$ cat src/rtl/soml_tx_mapper.sv
// SOML transmit mapper: packs a serial MSB-first bitstream into 12-bit words and
// maps each word to four Gray-coded 4-PAM indices/amplitudes plus a spatial index.

module soml_pam_lane #(
  parameter int N = 32
) (
  input  logic [1:0]          bits,
  output logic signed [N-1:0] m,
  output logic signed [N-1:0] a
);
  logic [2:0] idx;

  always_comb begin
    case (bits)
      2'b00:   idx = 3'd1;
      2'b01:   idx = 3'd2;
      2'b11:   idx = 3'd3;
      default: idx = 3'd4;
    endcase
    m = {{(N-3){1'b0}}, idx};
    a = m + m - N'(5);
  end
endmodule

module soml_tx_mapper #(
  parameter int N = 32
) (
  input  logic                clk,
  input  logic                rst,
  input  logic                in_bit,
  input  logic                in_sof,
  input  logic                in_valid,
  output logic                in_ready,
  output logic signed [N-1:0] m_I_1,
  output logic signed [N-1:0] m_Q_1,
  output logic signed [N-1:0] m_I_2,
  output logic signed [N-1:0] m_Q_2,
  output logic signed [N-1:0] a_I_1,
  output logic signed [N-1:0] a_Q_1,
  output logic signed [N-1:0] a_I_2,
  output logic signed [N-1:0] a_Q_2,
  output logic [4:0]          q_idx,
  output logic [15:0]         sym_cnt,
  output logic                out_valid,
  input  logic                out_ready
);
  localparam logic [0:0] ST_COLLECT = 1'b0;
  localparam logic [0:0] ST_WAIT    = 1'b1;

  logic [0:0]  st, st_nxt;
  logic [10:0] sr;
  logic [3:0]  cnt;
  logic [11:0] pend, word, ld_word;
  logic        acc, done, slot_free, load;
  logic [3:0][N-1:0] m_n, a_n, m_q, a_q;

  assign acc       = in_valid && in_ready;
  assign done      = acc && !in_sof && (cnt == 4'd11);
  assign slot_free = !out_valid || out_ready;
  assign word      = {sr, in_bit};
  assign load      = (done && slot_free) || (st == ST_WAIT && out_ready);
  assign ld_word   = (st == ST_WAIT) ? pend : word;

  always_comb begin
    st_nxt = st;
    if (st == ST_COLLECT && done && !slot_free) st_nxt = ST_WAIT;
    if (st == ST_WAIT && out_ready)             st_nxt = ST_COLLECT;
  end

  // lane l maps word bits [11-2l -: 2]: I1, Q1, I2, Q2
  for (genvar l = 0; l < 4; l++) begin : g_lane
    soml_pam_lane #(.N(N)) u_lane (
      .bits (ld_word[11-2*l -: 2]),
      .m    (m_n[l]),
      .a    (a_n[l])
    );
  end

  always_ff @(posedge clk or posedge rst) begin
    if (rst) begin
      st        <= ST_COLLECT;
      in_ready  <= 1'b1;
      sr        <= '0;
      cnt       <= '0;
      pend      <= '0;
      m_q       <= '0;
      a_q       <= '0;
      q_idx     <= '0;
      out_valid <= 1'b0;
      sym_cnt   <= '0;
    end else begin
      if (acc) begin
        if (in_sof) begin
          sr  <= {10'b0, in_bit};
          cnt <= 4'd1;
        end else if (cnt == 4'd11) begin
          cnt <= '0;
        end else begin
          sr  <= {sr[9:0], in_bit};
          cnt <= cnt + 4'd1;
        end
      end
      if (done && !slot_free) pend <= word;
      st       <= st_nxt;
      in_ready <= (st_nxt == ST_COLLECT);
      if (load) begin
        m_q       <= m_n;
        a_q       <= a_n;
        q_idx     <= {1'b0, ld_word[3:0]} + 5'd1;
        out_valid <= 1'b1;
      end else if (out_ready) begin
        out_valid <= 1'b0;
      end
      if (out_valid && out_ready) sym_cnt <= sym_cnt + 16'd1;
    end
  end

  assign m_I_1 = m_q[0];
  assign m_Q_1 = m_q[1];
  assign m_I_2 = m_q[2];
  assign m_Q_2 = m_q[3];
  assign a_I_1 = a_q[0];
  assign a_Q_1 = a_q[1];
  assign a_I_2 = a_q[2];
  assign a_Q_2 = a_q[3];
endmodule

$ cat config.mk
export PLATFORM = sky130hd
export DESIGN_NAME = soml_tx_mapper
export DESIGN_NICKNAME = d
export VERILOG_FILES = /design/src/rtl/soml_tx_mapper.sv
export SDC_FILE = /design/constraint.sdc
export NUM_CORES = 1
export LEC_CHECK = 0
export CORE_MARGIN = 3
export CORE_UTILIZATION = 42
export DETAILED_ROUTE_END_ITERATION = 16
export HOLD_SLACK_MARGIN = 0.12
export PLACE_DENSITY = 0.83
export SLEW_MARGIN = 20
export SYNTH_ARGS = -nofsm -noshare
export SYNTH_HDL_FRONTEND = slang
export SYNTH_SLANG_ARGS = --single-unit
$ cat constraint.sdc
create_clock -name clk -period 4.95 [get_ports clk]
set_input_delay 0.7425 -clock clk [delete_from_list [all_inputs] [get_ports clk]]
set_output_delay 0.7425 -clock clk [all_outputs]
set_load 0.005 [all_outputs]
==> results_dict.tcl <==
set metrics [dict create \
    numCtsBuffers 9 \
    clk_root_buffer_cell "clkbuf_16" \
    ctsHoldBuffers 0 \
    place_ws_ns 1.602 \
    ios 285 \
    p_leak_nw 2.874 \
    postSynth.asyncResetShare_pct 100.0 \
    dr.pass1.iters 5 \
    syn_area_per_cell_sq_um 10.35 \
    yosysUniqueCellTypes 40 \
    seq_area_frac_synth_pct 36.31 \
    grt_pass1_vias 2459 \
    yosysWarnings 0 \
    grt.met2_usage_pct 21.50 \
    first_iter_violations 97 \
    total_power_mw 1.499 \
    ir_drop_uv 177.7 \
    syn_area_sq_mm 0.004966 \
    die_h_um 114.7 \
    cts_setup_buffers 0 \
    worstSetupStartpointType "primary input" \
    worst_ep_arrival_time_ns 3.22 \
    r2r_setup_slack_ns 2.28 \
    clk_pin_slew_ns 0.06 \
    period_share_pct 60.53 \
    grt_max_degree 73 \
    setup_slack_ns 1.954 \
    start_util_pct 43.31 \
    finalWeightedCongestion 0.7243 \
    htree_levels 3 \
    cts_max_path_buffers 2 \
    holdWs_ns 0.4786 \
    min_path_type "register to register" \
    cts-resized-gates 0 \
    gr-usage-met1_pct 15.54 \
    status "finished, final reports clean" \
    cts_tree "yes" \
    ant_nets 0 \
    min_from "sym_cnt[15]" \
    n_antenna_cell 0 \
    r2r-start "in_ready" \
    required_ns 5.17 \
    synthToLayoutAreaGrowth_pct 16.33 \
    hold_viol 0 \
    hold_path_depth 1 \
    grt_overflow 0 \
    cts.sinks 72 \
    synth_cells 480 \
    vias_per_cell 4.068 \
    fp.dieW_um 114.7 \
    vias 2758 \
    coreArea_sq_mm 0.01147 \
    top_usage_layer "met2" \
    maxCapViolations 0 \
    drv_slew 0 \
    die_area_sq_mm 0.01316 \
    rows 39 \
    hold-path-endpoint "sym_cnt[15]" \
    grtUsageMet3_pct 2.474 \
    mostFrequentLayoutCells "168 x clkdlybuf4s50_1, 116 x conb_1, 71 x dfrtp_1, 21 x mux2i_1, 19 x inv_1" \
    fmax_mhz 333.7 \
    routedWlPerCell_um 13.20 \
    synth_edf_count 0 \
    ys.flop_type "dfrtp_1" \
    fin_cells 678 \
    dp_hpwl_mm 6.721 \
    tightest_slew_ns 0.9229 \
    fin_crit_ns 2.996 \
    critPathKind "primary input to register" \
    wl_mm 8.950 \
    clk-insertion-delay-late_ns 0.34 \
    cp_max_fo 15 \
    rr_endpoint "m_I_2[0]" \
    fin_tns_setup_ns 0 \
    endpoint_kind "register" \
    fin_nets 543 \
    port_buffers 168 \
    num-fill-cells 985 \
    setup_viol 0 \
    slew_headroom_pct 38.48 \
    place_inst 662 \
    drc 0 \
    rsz0062_at_grt "no" \
    drive_gt1_share_pct 8.598 \
    synth_seq_cells 72 \
    grt_usage_pct 12.65 \
    final_common_cell "clkdlybuf4s50_1" \
    r2r_cells 5 \
    clock_skew_ns 0.006052 \
    power_density_mw_per_mm2 259.4 \
    grt_pass1_wl_mm 13.21 \
    antenna_found_initial 0 \
]
[flip-flops by register name, summed over array words and instances, names as in the netlist, 2 cells and up]
| name | flops |
|---|---|
| a_Q_2 | 2 |
| pend | 12 |
| m_I_2 | 3 |
| m_Q_1 | 3 |
| a_I_1 | 3 |
| a_I_2 | 2 |
| cnt | 4 |
| q_idx | 5 |
| m_I_1 | 3 |
| a_Q_1 | 2 |
| sr | 11 |
| m_Q_2 | 3 |
| sym_cnt | 16 |
[critical path, cell delays in order]
cell	delay (ns)
clkdlybuf4s50_1	0.45
nand2_1	0.22
nor3_2	0.30
o22a_1	0.79
buf_4	0.35
mux2_2	0.36
[how the worst max path moves through the flow]
stage,start,to,depth (start not counted)
floorplan,rst,a_I_1[0],1
global placement,in_valid,m_I_2[0],6
detailed placement,in_valid,m_I_2[0],6
CTS,in_valid,m_I_2[0],6
global route,in_valid,m_I_2[0],6
finish,in_valid,m_I_2[0],6
[synthesized netlist by cell type, types with 2 or more instances]
cell type | n | area [sq um]
a21o_1 | 2 | 15.01
a21oi_1 | 3 | 15.01
a22o_1 | 11 | 96.34
and2_1 | 2 | 12.51
and3_1 | 4 | 25.02
buf_2 | 4 | 20.02
buf_4 | 236 | 1772
buf_6 | 3 | 33.78
clkbuf_1 | 3 | 11.26
dfrtp_1 | 71 | 1777
ha_1 | 7 | 87.58
inv_1 | 20 | 75.07
mux2_1 | 8 | 90.09
mux2_2 | 16 | 180.2
mux2_4 | 6 | 90.09
mux2i_1 | 21 | 210.2
nand2_1 | 10 | 37.54
nand3_1 | 4 | 20.02
nand4_1 | 6 | 37.54
nor2_1 | 4 | 15.01
nor3_1 | 3 | 15.01
o21ai_0 | 3 | 15.01
xnor2_1 | 11 | 96.34
xor2_1 | 6 | 52.55
[cell type report]
class / instances / area (sq um) / share of cell area (%)
clock inverters: 7 / 127.6 / 2.209
inverters: 20 / 75.07 / 1.300
well taps: 143 / 178.9 / 3.097
flip-flops and latches: 72 / 1803 / 31.21
repair buffers: 171 / 1704 / 29.50
multi-input cells: 256 / 1663 / 28.78
clock buffers: 9 / 225.2 / 3.899
[stage by stage]
stage	util [%]	instance area, sq um
after global routing	50.38	5777
after global placement	47.30	5424
after CTS	50.38	5777
final	50.38	5777
after floorplan	-	5398
after detailed placement	47.30	5424
[kinds of logic (layout without fill, tap and decap cells)]
logic type                 Yosys count  in the layout  synth area share [%]
AOI/OAI and AO/OA                   23             23                 3.502
xor gates and xnor gates            17             17                 2.998
adders and majority gates            7              7                 1.764
buffers and inverters              267            207                 38.90
DFF                                 72             72                 36.31
muxes                               51             51                 11.49
other                                1            116               0.07551
and+or+nand+nor                     42             42                 4.964
[power breakdown]
part	internal [mW]	leakage, nW	switching [mW]	total (mW)
clock network	0.499	0.172	0.263	0.762
registers	0.607	0.921	0.0176	0.625
logic	0.0477	1.78	0.0644	0.112
total	1.15	2.87	0.345	1.50
[layer usage]
metal | share of wire [%] | vias up | routed length, um
met5 | 0 | - | 0
met4 | 1.8 | 0 | 157
met3 | 7.6 | 12 | 678
met2 | 52 | 125 | 4653
met1 | 39 | 1321 | 3460
li1 | - | 1300 | -
Power figures use the tool's default switching activity.
